File: src/rtl/game_collision_detector_pkg.sv
`timescale 1ns/1ps
`default_nettype none
// ============================================================================
// Module      : game_collision_pkg
// Description : Shared types and constants for the frame collision detector.
// Revision    : 1.0 - initial release
// ============================================================================
package game_collision_pkg;

   localparam int N_TARGETS = 3;

   typedef enum logic [0:0] {
      WAIT_FRAME = 1'b0,
      ACCUM      = 1'b1
   } collision_state_t;

endpackage : game_collision_pkg
`default_nettype wire

File: src/rtl/game_collision_detector_if.sv
`timescale 1ns/1ps
`default_nettype none
// ============================================================================
// Module      : game_collision_detector_if
// Description : Sprite-enable inputs and per-frame collision report outputs.
// Revision    : 1.0 - initial release
// ============================================================================
interface game_collision_detector_if;
   import game_collision_pkg::*;

   logic                 frame_start;
   logic                 pixel_valid;
   logic                 spaceship_rgb_en;
   logic                 bullet_rgb_en;
   logic [N_TARGETS-1:0] target_rgb_en;
   logic                 clear;
   logic                 collision;
   logic                 collision_bullet;
   logic [N_TARGETS-1:0] hit_target;
   logic                 armed;

   // Master is the video/FSM side that supplies pixels and consumes reports.
   modport master (
      output frame_start, pixel_valid, spaceship_rgb_en, bullet_rgb_en,
             target_rgb_en, clear,
      input  collision, collision_bullet, hit_target, armed
   );

   modport slave (
      input  frame_start, pixel_valid, spaceship_rgb_en, bullet_rgb_en,
             target_rgb_en, clear,
      output collision, collision_bullet, hit_target, armed
   );

endinterface : game_collision_detector_if
`default_nettype wire

File: src/rtl/game_collision_detector_counter.sv
`timescale 1ns/1ps
`default_nettype none
// ============================================================================
// Module      : game_overlap_counter
// Description : Saturating per-frame overlap counter with threshold compare.
// Revision    : 1.0 - initial release
// ============================================================================
module game_overlap_counter #(
   parameter int CNT_W           = 8,
   parameter int PIXEL_THRESHOLD = 4
) (
   input  wire logic             clk,
   input  wire logic             rst,
   input  wire logic             inc,
   input  wire logic             clr,
   output logic [CNT_W-1:0]      count,
   output logic                  over_threshold
);

   localparam logic [CNT_W-1:0] c_cnt_max = '1;
   localparam logic [CNT_W-1:0] c_thresh  = CNT_W'(PIXEL_THRESHOLD);

   logic [CNT_W-1:0] r_count;

   // A clear still admits the same-cycle pixel so it lands in the new frame.
   always_ff @(posedge clk or posedge rst) begin
      if (rst) begin
         r_count <= '0;
      end else if (clr) begin
         r_count <= inc ? CNT_W'(1) : '0;
      end else if (inc && (r_count != c_cnt_max)) begin
         r_count <= r_count + CNT_W'(1);
      end
   end

   assign count          = r_count;
   assign over_threshold = (r_count >= c_thresh);

endmodule : game_overlap_counter
`default_nettype wire

File: src/rtl/game_collision_detector.sv
`timescale 1ns/1ps
`default_nettype none
// ============================================================================
// Module      : game_collision_detector
// Description : Counts sprite overlaps per frame and reports single-cycle
//               collision pulses plus a held target-hit mask at frame start.
// Revision    : 1.0 - initial release
// ============================================================================
module game_collision_detector
   import game_collision_pkg::*;
#(
   parameter int PIXEL_THRESHOLD = 4,
   parameter int CNT_W           = 8
) (
   input  wire logic                clk,
   input  wire logic                rst,
   game_collision_detector_if.slave bus
);

   collision_state_t     r_state;
   collision_state_t     w_next_state;
   logic                 w_report;
   logic                 w_accum;
   logic                 w_pix;
   logic                 w_clr;
   logic                 w_ship_inc;
   logic                 w_ship_over;
   logic [N_TARGETS-1:0] w_bullet_inc;
   logic [N_TARGETS-1:0] w_bullet_over;
   logic [CNT_W-1:0]     w_ship_count;
   logic [CNT_W-1:0]     w_bullet_count [N_TARGETS];

   logic                 r_collision;
   logic                 r_collision_bullet;
   logic [N_TARGETS-1:0] r_hit_target;
   logic                 r_armed;

   // ------------------------------------------------------------------------
   // Frame FSM
   // ------------------------------------------------------------------------
   always_ff @(posedge clk or posedge rst) begin
      if (rst) begin
         r_state <= WAIT_FRAME;
      end else begin
         r_state <= w_next_state;
      end
   end

   // A clear coinciding with frame_start suppresses the report entirely.
   always_comb begin
      w_next_state = r_state;
      w_report     = 1'b0;
      case (r_state)
         WAIT_FRAME: begin
            if (bus.frame_start) begin
               w_next_state = ACCUM;
            end
         end
         ACCUM: begin
            if (bus.frame_start && !bus.clear) begin
               w_report = 1'b1;
            end
         end
         default: begin
            w_next_state = WAIT_FRAME;
         end
      endcase
   end

   // ------------------------------------------------------------------------
   // Overlap decode
   // ------------------------------------------------------------------------
   assign w_accum    = (r_state == ACCUM);
   assign w_pix      = w_accum & bus.pixel_valid;
   assign w_clr      = w_accum & (bus.frame_start | bus.clear);
   assign w_ship_inc = w_pix & bus.spaceship_rgb_en & (|bus.target_rgb_en);

   game_overlap_counter #(
      .CNT_W           (CNT_W),
      .PIXEL_THRESHOLD (PIXEL_THRESHOLD)
   ) u_ship_cnt (
      .clk            (clk),
      .rst            (rst),
      .inc            (w_ship_inc),
      .clr            (w_clr),
      .count          (w_ship_count),
      .over_threshold (w_ship_over)
   );

   generate
      for (genvar gi = 0; gi < N_TARGETS; gi++) begin : g_bullet_cnt
         assign w_bullet_inc[gi] = w_pix & bus.bullet_rgb_en & bus.target_rgb_en[gi];

         game_overlap_counter #(
            .CNT_W           (CNT_W),
            .PIXEL_THRESHOLD (PIXEL_THRESHOLD)
         ) u_bullet_cnt (
            .clk            (clk),
            .rst            (rst),
            .inc            (w_bullet_inc[gi]),
            .clr            (w_clr),
            .count          (w_bullet_count[gi]),
            .over_threshold (w_bullet_over[gi])
         );
      end : g_bullet_cnt
   endgenerate

   // Raw counts are only needed for debug visibility, not for the report.
   logic w_unused_counts;
   assign w_unused_counts = ^{w_ship_count, w_bullet_count[0],
                              w_bullet_count[1], w_bullet_count[2]};

   // ------------------------------------------------------------------------
   // Report registers
   // ------------------------------------------------------------------------
   always_ff @(posedge clk or posedge rst) begin
      if (rst) begin
         r_collision        <= 1'b0;
         r_collision_bullet <= 1'b0;
         r_hit_target       <= '0;
         r_armed            <= 1'b0;
      end else begin
         r_collision        <= w_report & w_ship_over;
         r_collision_bullet <= w_report & (|w_bullet_over);
         if (w_report) begin
            r_hit_target <= w_bullet_over;
         end
         if (bus.frame_start) begin
            r_armed <= 1'b1;
         end
      end
   end

   assign bus.collision        = r_collision;
   assign bus.collision_bullet = r_collision_bullet;
   assign bus.hit_target       = r_hit_target;
   assign bus.armed            = r_armed;

endmodule : game_collision_detector
`default_nettype wire

File: src/flat_wrapper.sv
// flat-port wrapper written by rule: the top's interface ports become plain ports
module game_collision_detector_flat import game_collision_pkg::*;
#(
   parameter int PIXEL_THRESHOLD = 4,
   parameter int CNT_W           = 8
)
  (clk, rst, bus_frame_start, bus_pixel_valid, bus_spaceship_rgb_en, bus_bullet_rgb_en, bus_target_rgb_en, bus_clear, bus_collision, bus_collision_bullet, bus_hit_target, bus_armed);
  game_collision_detector_if bus_i ();
  input  wire logic clk;
  input  wire logic rst;
  input wire logic [$bits(bus_i.frame_start)-1:0] bus_frame_start;
  input wire logic [$bits(bus_i.pixel_valid)-1:0] bus_pixel_valid;
  input wire logic [$bits(bus_i.spaceship_rgb_en)-1:0] bus_spaceship_rgb_en;
  input wire logic [$bits(bus_i.bullet_rgb_en)-1:0] bus_bullet_rgb_en;
  input wire logic [$bits(bus_i.target_rgb_en)-1:0] bus_target_rgb_en;
  input wire logic [$bits(bus_i.clear)-1:0] bus_clear;
  output wire logic [$bits(bus_i.collision)-1:0] bus_collision;
  output wire logic [$bits(bus_i.collision_bullet)-1:0] bus_collision_bullet;
  output wire logic [$bits(bus_i.hit_target)-1:0] bus_hit_target;
  output wire logic [$bits(bus_i.armed)-1:0] bus_armed;
  assign bus_i.frame_start = bus_frame_start;
  assign bus_i.pixel_valid = bus_pixel_valid;
  assign bus_i.spaceship_rgb_en = bus_spaceship_rgb_en;
  assign bus_i.bullet_rgb_en = bus_bullet_rgb_en;
  assign bus_i.target_rgb_en = bus_target_rgb_en;
  assign bus_i.clear = bus_clear;
  assign bus_collision = bus_i.collision;
  assign bus_collision_bullet = bus_i.collision_bullet;
  assign bus_hit_target = bus_i.hit_target;
  assign bus_armed = bus_i.armed;
  game_collision_detector #(.PIXEL_THRESHOLD(PIXEL_THRESHOLD), .CNT_W(CNT_W)) u_core (.clk(clk), .rst(rst), .bus(bus_i));
endmodule
File: config.mk
export PLATFORM = sky130hd
export DESIGN_NAME = game_collision_detector_flat
export DESIGN_NICKNAME = d
export VERILOG_FILES = /design/src/rtl/game_collision_detector_pkg.sv /design/src/rtl/game_collision_detector_if.sv /design/src/rtl/game_collision_detector_counter.sv /design/src/rtl/game_collision_detector.sv /design/src/flat_wrapper.sv
export SDC_FILE = /design/constraint.sdc
export NUM_CORES = 1
export LEC_CHECK = 0
export ABC_AREA = 0
export BUFFER_PORTS_ARGS = -buffer_cell sky130_fd_sc_hd__buf_2
export CORE_ASPECT_RATIO = 1.1
export CORE_MARGIN = 1
export CORE_UTILIZATION = 33
export CTS_BUF_LIST = sky130_fd_sc_hd__clkbuf_16
export CTS_CLUSTER_SIZE = 8
export DETAILED_ROUTE_END_ITERATION = 16
export PLACE_DENSITY = 0.59
export SYNTH_ARGS = -nofsm -noshare
export SYNTH_HDL_FRONTEND = slang
export SYNTH_SLANG_ARGS = --single-unit
File: constraint.sdc
create_clock -name clk -period 3.1 [get_ports clk]
set_input_delay 0.31 -clock clk [delete_from_list [all_inputs] [get_ports clk]]
set_output_delay 0.31 -clock clk [all_outputs]
set_load 0.005 [all_outputs]
# --- Word-level counts from Yosys, hierarchy flattened ---
# Cells that the tools add are included.
classes:
  n_addsub: 4
  n_lt_le_gt_ge: 4
  eq_ne: 4
  muxes: 16
  bitwise_logic: 11
  reduce_logical: 12
ops:
  columns: ["op", "count"]
  rows:
  - ["8-bit two-way mux", 8]
  - ["8-bit by 1-bit adder with 8-bit output (second input constant)", 4]
  - ["8-bit by 3-bit >= comparator with 1-bit output (second input constant)", 4]
  - ["8-bit inequality test (second input constant)", 4]
  - ["1-bit AND", 10]
  - ["1-bit two-way mux", 8]
  - ["2-bit nonzero test", 4]
  - ["3-bit OR reduction", 2]
  - ["1-bit logical AND", 5]
  - ["1-bit zero test", 1]
  - ["1-bit bitwise OR", 1]
word_totals:
  register_bits: 39
  input_bits: 10
  out_inout_bits: 6
  elab_cells: 60

# --- Longest topological paths before layout ---
# Gate-level depths: netlist of run 1.
depth:
  ltp_word: 6
  ltp_mapped: 6
  ltp_nobuf: 5

# --- Cells and area by module ---
# From an unflattened synthesis of run 1, not the netlist that was laid out.
unflattened:
  cells_unflattened: 234
  area_unflattened_um2: 2302.2
by_module_without_submodules:
  columns: ["module", "n_inst", "cells_per_inst", "area_per_inst_um2", "seq_area_each_um2"]
  rows:
  - ["game_overlap_counter", 4, 52, 495.5, 200.2]
  - ["game_collision_detector", 1, 26, 320.3, 175.2]

# --- Worst setup path after synthesis of run 1 ---
# No wires, ideal clock.
synth_timing:
  path_type: "register to register"
  from: "register u_core.u_ship_cnt.r_count[0], in the netlist u_core.u_ship_cnt.count[0]"
  to: "register u_core.u_ship_cnt.r_count[2], in the netlist u_core.u_ship_cnt.count[2]"
  setup_time_ns: 0.120
  arrival_ns: 1.464
  required_ns: 2.980
  slack_ns: 1.516
  stages_incl_launch_ff: 6
  n_path_buf: 0
  synth_period_minus_slack_ns: 1.584
  path_cell_list: "dfrtp_1 ha_1 and4_1 a211oi_4 a21oi_1 a31o_1"
synth_via:
  elab_chain_len: 3
synth_lines:
  columns: ["item", "line", "text"]
  rows:
  - ["from (decl)", "game_collision_detector_counter.sv:23", "logic [CNT_W-1:0] r_count;"]
  - ["from (signal assigned)", "game_collision_detector_counter.sv:30", "r_count <= inc ? CNT_W'(1) : '0;"]
  - ["from (signal assigned)", "game_collision_detector_counter.sv:32", "r_count <= r_count + CNT_W'(1);"]
  - ["8-bit by 1-bit adder with 8-bit output / 8-bit inequality test (equally long branches)", "game_collision_detector_counter.sv:32, game_collision_detector_counter.sv:31", null]
  - ["8-bit two-way mux / 1-bit logical AND (equally long branches)", "game_collision_detector_counter.sv:31", "end else if (inc && (r_count != c_cnt_max)) begin"]
  - ["8-bit two-way mux / 2-bit nonzero test (equally long branches)", null, null]
# Several ways; a longest one is shown, not always the timed one. The select of a mux whose other input is x is not followed.
# A chain may end at the register's enable or synchronous reset.

# --- Worst setup path after layout of run 1 ---
layout_timing:
  from: "register u_core.r_state"
  to: "register u_core.u_ship_cnt.r_count[5], in the netlist u_core.u_ship_cnt.count[5]"
layout_via:
  elab_chain_len: 5
layout_lines:
  columns: ["item", "line", "text"]
  rows:
  - ["from (decl)", "game_collision_detector.sv:20", "collision_state_t r_state;"]
  - ["from (signal assigned)", "game_collision_detector.sv:45", "r_state <= w_next_state;"]
  - ["1-bit AND", "game_collision_detector.sv:74", "assign w_pix = w_accum & bus.pixel_valid;"]
  - ["1-bit AND (2 in a row)", "game_collision_detector.sv:76", "assign w_ship_inc = w_pix & bus.spaceship_rgb_en & (|bus.target_rgb_en);"]
  - ["1-bit logical AND", "game_collision_detector_counter.sv:31", null]
  - ["2-bit nonzero test (no line)", null, null]
# Several ways; a longest one is shown, not always the timed one.

==> results of run 1 <==
## state kept, by name, indices dropped and copies added (netlist names)
signal,flops
u_core.bus.armed,1
u_core.bus.collision,1
u_core.bus.collision_bullet,1
u_core.bus.hit_target,3
u_core.g_bullet_cnt.u_bullet_cnt.count,24
u_core.r_state,1
u_core.u_ship_cnt.count,8
## per-stage QoR
step	cell area (µm²)	instances
4_1_cts	2460	320
5_1_grt	2460	320
6_report	2460	320
2_1_floorplan	2170	221
3_3_place_gp	2320	312
3_5_place_dp	2320	312
## where the power goes
group	total (W)	switching, W	internal [W]
logic	0.0000648	0.0000444	0.0000204
clock network	0.000486	0.000195	0.000291
registers	0.000523	0.00000736	0.000515
total	0.00107	0.000247	0.000826
## how the worst max path moves through the flow
stage | start | endpoint | slack (ps) | depth (start not counted)
finish | u_core.r_state | u_core.u_ship_cnt.count[5] | 1280 | 3
global route | u_core.r_state | u_core.u_ship_cnt.count[0] | 1070 | 3
CTS | u_core.r_state | u_core.u_ship_cnt.count[5] | 1240 | 3
detailed placement | u_core.r_state | u_core.u_ship_cnt.count[5] | 1240 | 3
global placement | u_core.r_state | u_core.u_ship_cnt.count[2] | 1290 | 3
floorplan | u_core.u_ship_cnt.count[0] | u_core.u_ship_cnt.count[2] | 1520 | 5
## area by class of cell
type	instances	area share (%)
flip-flops and latches	39	39.7
clock inverters	3	0.508
multi-input cells	165	45.3
clock buffers	5	5.08
repair buffers	17	3.66
well taps	80	4.07
inverters	11	1.68
## cell usage after synthesis, drive strengths merged, types with 2 or more instances
cell type | n | area [µm²]
a211oi | 4 | 42.5
or4 | 4 | 30.0
o211ai | 8 | 73.8
a31o | 4 | 35.0
nor2b | 2 | 12.5
and4 | 6 | 52.6
nand3b | 2 | 15.0
o22ai | 2 | 12.5
buf | 6 | 32.5
nand3 | 12 | 65.1
o31ai | 2 | 20.0
o21ai | 10 | 53.8
nand4 | 7 | 50.1
nor4 | 5 | 31.3
a21oi | 6 | 30.0
mux2i | 6 | 60.1
or2 | 2 | 12.5
nand2 | 16 | 60.1
inv | 11 | 41.3
a31oi | 4 | 25.0
or3 | 2 | 12.5
dfrtp | 39 | 976
xnor2 | 4 | 35.0
ha | 8 | 100
and3 | 3 | 18.8
nor2 | 24 | 90.1
xor2 | 6 | 52.6
nor3 | 7 | 40.0
## worst register-to-register path, delay by kind of cell, from the launching register on
kind / cells / cell delay (ps)
simple gates: 1 / 90
flops: 1 / 500
compound gates: 2 / 1130
## routing by layer
layer	track usage [%]	part of all wire [%]	routed length (µm)
met1	18.0	49	2150
met2	22.8	47	2060
met3	3.46	3.0	133
met4	6.12	1.8	78
met5	0	0	0
## cell families after synthesis
logic type                 after synthesis  share of synthesized area [%]
DFF                                     39                           45.1
buffers and inverters                   17                           3.41
muxes                                    6                           2.77
AOI/OAI and AO/OA                       47                           16.6
xor gates and xnor gates                10                           4.04
and+or+nand+nor                         94                           23.5
adders and majority gates                8                           4.62
==> results_dict.tcl, run 1 <==
set metrics [dict create \
    status "finished, final reports clean" \
    ys.flop_type "dfrtp_1" \
    drt_iter0_drc 68 \
    htreeDepth 2 \
    synth-edff-count 0 \
    final.setup_skew_ps 4.08 \
    setup_viol 0 \
    multi_input_area_mm2 0.00112 \
    fin_nets 257 \
    core_mm2 0.00627 \
    grt_overflow_total 0 \
    final_max_slew_viol_count 0 \
    critPathKind "reg2reg" \
    clkLatencyLatePin_ps 280 \
    total_power_w 0.00107 \
    hold_class "in2async" \
    worstPathRequired_ps 3270 \
    peakVddDrop_uv 306 \
    yosysWarnings 0 \
    r2r_slack_ps 1280 \
    rsz0062_at_grt "false" \
    drtPass1Iterations 4 \
    cts_setup_buffers 0 \
    drive_above_1_share_pct 13.8 \
    cts_hold_buf 0 \
    grt.total_usage_pct 14.1 \
    setup_tns_ps 0 \
    synthDistinctLibCells 47 \
    final_cell_mix "dfrtp_1, nor2_1, nand2_1, buf_2, inv_1" \
    antenna_found_initial 0 \
    finalWirelength_um 4420 \
    reg2reg_depth 3 \
    ant_nets 0 \
    grt_max_degree 40 \
    core.rowCount 30 \
    regArea_um2 976 \
    globalplace.congestion 0.795 \
    timing.hold.ws_ps 142 \
    cts_sinks 39 \
    wl_per_cell_um 13.8 \
    dp_hpwl_um 3010 \
    finalCritPeriodShare_pct 58.9 \
    async_flop_share_pct 100 \
    syn_nets 239 \
    syn_inst 221 \
    rr_startpoint "u_core.r_state" \
    finalWorstSetupSlack_ps 1280 \
    slew_headroom_pct 30.4 \
    die_w_um 79.2 \
    cp_top_family "compound AO/OA/AOI/OAI gates" \
    cp.arrival_ps 2000 \
    cpPeakStageDelay_ps 880 \
    path_clk_slew_ps 60 \
    final_common_cell "dfrtp_1" \
    p_leak_nw 1.06 \
    power_density_mw_per_mm2 436 \
    cts_root_buf "clkbuf_16" \
    hold_violations 0 \
    cts_buffer_depth 2 \
    grt_pass1_wl_um 7420 \
    dieArea_mm2 0.00689 \
    cts_tree "built" \
    crit_fanout 28 \
    ios 16 \
    crit_path_start_kind "register" \
    grt_pass1_vias 1544 \
    vias_per_cell 5.29 \
    synth.avg_cell_area_um2 9.80 \
    ys_ff_latch 39 \
    drv_cap 0 \
    dp_slack_ps 1240 \
    worstPathCellList "o21a_1 > nor2_1 > a31o_1" \
    timing.fmax_mhz 548 \
    die_h_um 87.0 \
    num_antenna_cells 0 \
    r2r-end "u_core.u_ship_cnt.count[5]" \
    cts-resized-gates 0 \
    worstMarginPinSlew_ps 1040 \
    area_growth_pct 13.6 \
    cp_num_buf_inv 0 \
    fillCellCount 612 \
    drc_errors 0 \
    final_util_pct 39.3 \
    finalCriticalPeriod_ps 1820 \
    cp-end-kind "register" \
    cts-buffers-inserted 5 \
    start_util_pct 34.6 \
    vias 1694 \
    io_buffers 15 \
    synth_area_mm2 0.00217 \
    cp_slowest_cell "o21a_1" \
    ys_seq_area_share_pct 45.1 \
]
No activity file was read; power rests on OpenSTA's default activity.
==> run 2, diff against run 1 <==
ABC_AREA = 1   (was 0)
clock period = 1.8 ns   (was 3.1 ns; I/O delays follow)
==> run 2 against run 1 <==
Against the previous run: critical path type unchanged; cell count is 35% higher; clock power is 100% higher; highest routed layer unchanged; register-to-register slack worse by 980 ps; total power is 88% higher.
==> results_dict.tcl, run 2 <==
set metrics [dict create \
    finalWorstSetupSlack_ps 291 \
    largest_reg_flops 24 \
    core.rowCount 32 \
    ant_nets 0 \
    ys.flop_type "dfrtp_1" \
    num_antenna_cells 0 \
    drtPass1Iterations 5 \
    timing.fmax_mhz 663 \
    async_flop_share_pct 100 \
    peakVddDrop_uv 484 \
    synth_area_mm2 0.00237 \
    syn_nets 343 \
    worstMarginPinSlew_ps 496 \
    cpPeakStageDelay_ps 430 \
    synth_top_area_share_pct 41.1 \
    synth_most_common_cell "nand2_1" \
    setup_tns_ps 0 \
    cts_hold_buf 0 \
    die_w_um 82.9 \
    grt_max_degree 40 \
    grt_pass1_vias 1972 \
    cts_buffer_depth 2 \
    drc_errors 0 \
    worstPathRequired_ps 2020 \
    cts-resized-gates 0 \
    drv_cap 0 \
    synth_top_area_cell "dfrtp_1" \
    slew_headroom_pct 66.9 \
    vias_per_cell 4.74 \
    cp_num_buf_inv 1 \
    cp_slowest_cell "clkinv_1" \
    grt_pass1_wl_um 8870 \
    cp-end-kind "register" \
    fin_area_mm2 0.00272 \
    synth-edff-count 0 \
    path_clk_slew_ps 60 \
    final_common_cell "nand2_1" \
    worstPathCellList "o21ai_2 > clkinv_1 > a21oi_1 > nand3_1 > nand2_1" \
    final_max_slew_viol_count 0 \
    hold_violations 0 \
    ys_top_cells_by_area "dfrtp_1, nand2_1, nand3_1" \
    grt.total_usage_pct 14.3 \
    start_util_pct 34.1 \
    critPathKind "reg2reg" \
    total_power_w 0.00202 \
    cp.arrival_ps 1730 \
    cp_top_family "compound AO/OA/AOI/OAI gates" \
    placed_cell_area_mm2 0.00256 \
    r2r_slack_ps 290 \
    synth.avg_cell_area_um2 7.30 \
    finalCriticalPeriod_ps 1510 \
    finalCritPeriodShare_pct 83.8 \
    crit_fanout 10 \
    die_h_um 90.9 \
    area_growth_pct 14.7 \
    cts_tree "built" \
    drt_iter0_drc 76 \
    syn_inst 325 \
    synthDistinctLibCells 26 \
    fin_nets 364 \
    cts_root_buf "clkbuf_16" \
    drive_above_1_share_pct 13.8 \
    final.setup_skew_ps 6.97 \
    power_density_mw_per_mm2 742 \
    yosysWarnings 0 \
    globalplace.congestion 0.785 \
    ys_seq_area_share_pct 41.1 \
    final_util_pct 39.1 \
    clkLatencyLatePin_ps 280 \
    setup_viol 0 \
    dp_hpwl_um 3560 \
    rsz0062_at_grt "false" \
    cts_setup_buffers 0 \
    fillCellCount 740 \
    dp_slack_ps 249 \
    wl_per_cell_um 11.5 \
    hold_class "in2async" \
    final_cell_mix "nand2_1, nand3_1, inv_1, dfrtp_1, nor2_1" \
    vias 2047 \
    io_buffers 15 \
    yosys-top-cells-count "nand2_1, nand3_1, inv_1, dfrtp_1, nor2_1" \
    core_mm2 0.00697 \
    cts_sinks 39 \
    status "finished, final reports clean" \
    antenna_found_initial 0 \
    htreeDepth 2 \
    ios 16 \
    p_leak_nw 1.40 \
    cts-buffers-inserted 5 \
    finalWirelength_um 4970 \
    grt_overflow_total 0 \
    crit_path_start_kind "register" \
    dieArea_mm2 0.00754 \
    ys_ff_latch 39 \
]
## run 2: cell types whose count changed after synthesis, sizes merged, moves of 5 or more
cell,previous run,this run
nand3,12,60
nor2,24,39
o211ai,8,0
nand4,7,1
nor4,5,0
mux2i,6,0
and4,6,0
nand2,16,90
inv,11,44
## run 2: cell type report
| type | count | area [µm²] | share of cell area [%] |
|---|---|---|---|
| repair buffers | 18 | 97.6 | 3.58 |
| clock inverters | 3 | 38.8 | 1.42 |
| inverters | 45 | 169 | 6.20 |
| well taps | 85 | 106 | 3.91 |
| flip-flops and latches | 39 | 976 | 35.8 |
| clock buffers | 5 | 125 | 4.60 |
| multi-input cells | 237 | 1210 | 44.4 |
## run 2: power breakdown
part           total [W]  switching (W)  internal, W
sequential      0.000899      0.0000117     0.000888
clock           0.000992       0.000346     0.000646
combinational   0.000129      0.0000928    0.0000358
total            0.00202       0.000450      0.00157
## run 2: worst min-delay path, cell delays in order
cell and delay (ps):
buf_2 100, inv_1 40, buf_4 420
## run 2: kinds of logic after synthesis
logic type | count (synthesis) | share of synthesized area (%)
xor+xnor | 9 | 3.32
compound gates | 24 | 5.43
buf+inv | 49 | 8.07
flops | 39 | 41.1
simple gates | 196 | 37.8
fa+ha+maj | 8 | 4.22
## run 2: final timing paths
path / start / to / cells past startpoint
worst max register to register: u_core.r_state / u_core.g_bullet_cnt[2].u_bullet_cnt.count[6] / 5
max in group asynchronous: rst / u_core.bus.hit_target[1] / 3
worst min-delay path: rst / u_core.g_bullet_cnt[2].u_bullet_cnt.count[1] / 3
worst max-delay path: u_core.r_state / u_core.g_bullet_cnt[2].u_bullet_cnt.count[6] / 5
min in group clk: bus_frame_start / u_core.bus.armed / 2
worst min register to register: u_core.bus.armed / u_core.bus.armed / 1
## run 2: routing by layer
metal,wire length (µm),global-route usage [%],up-vias
met5,0,0,-
met4,29,3.88,0
met3,148,2.82,2
met2,2360,24.0,33
met1,2440,18.8,937
li1,-,-,1075
## run 2: metrics by stage
| stage | cells | hold slack, ps |
|---|---|---|
| 6_report | 432 | 14.6 |
| 5_1_grt | 432 | 73.2 |
| 4_1_cts | 432 | 39.1 |
| 3_5_place_dp | 424 | 346 |
| 3_3_place_gp | 424 | 334 |
| 2_1_floorplan | 325 | 292 |
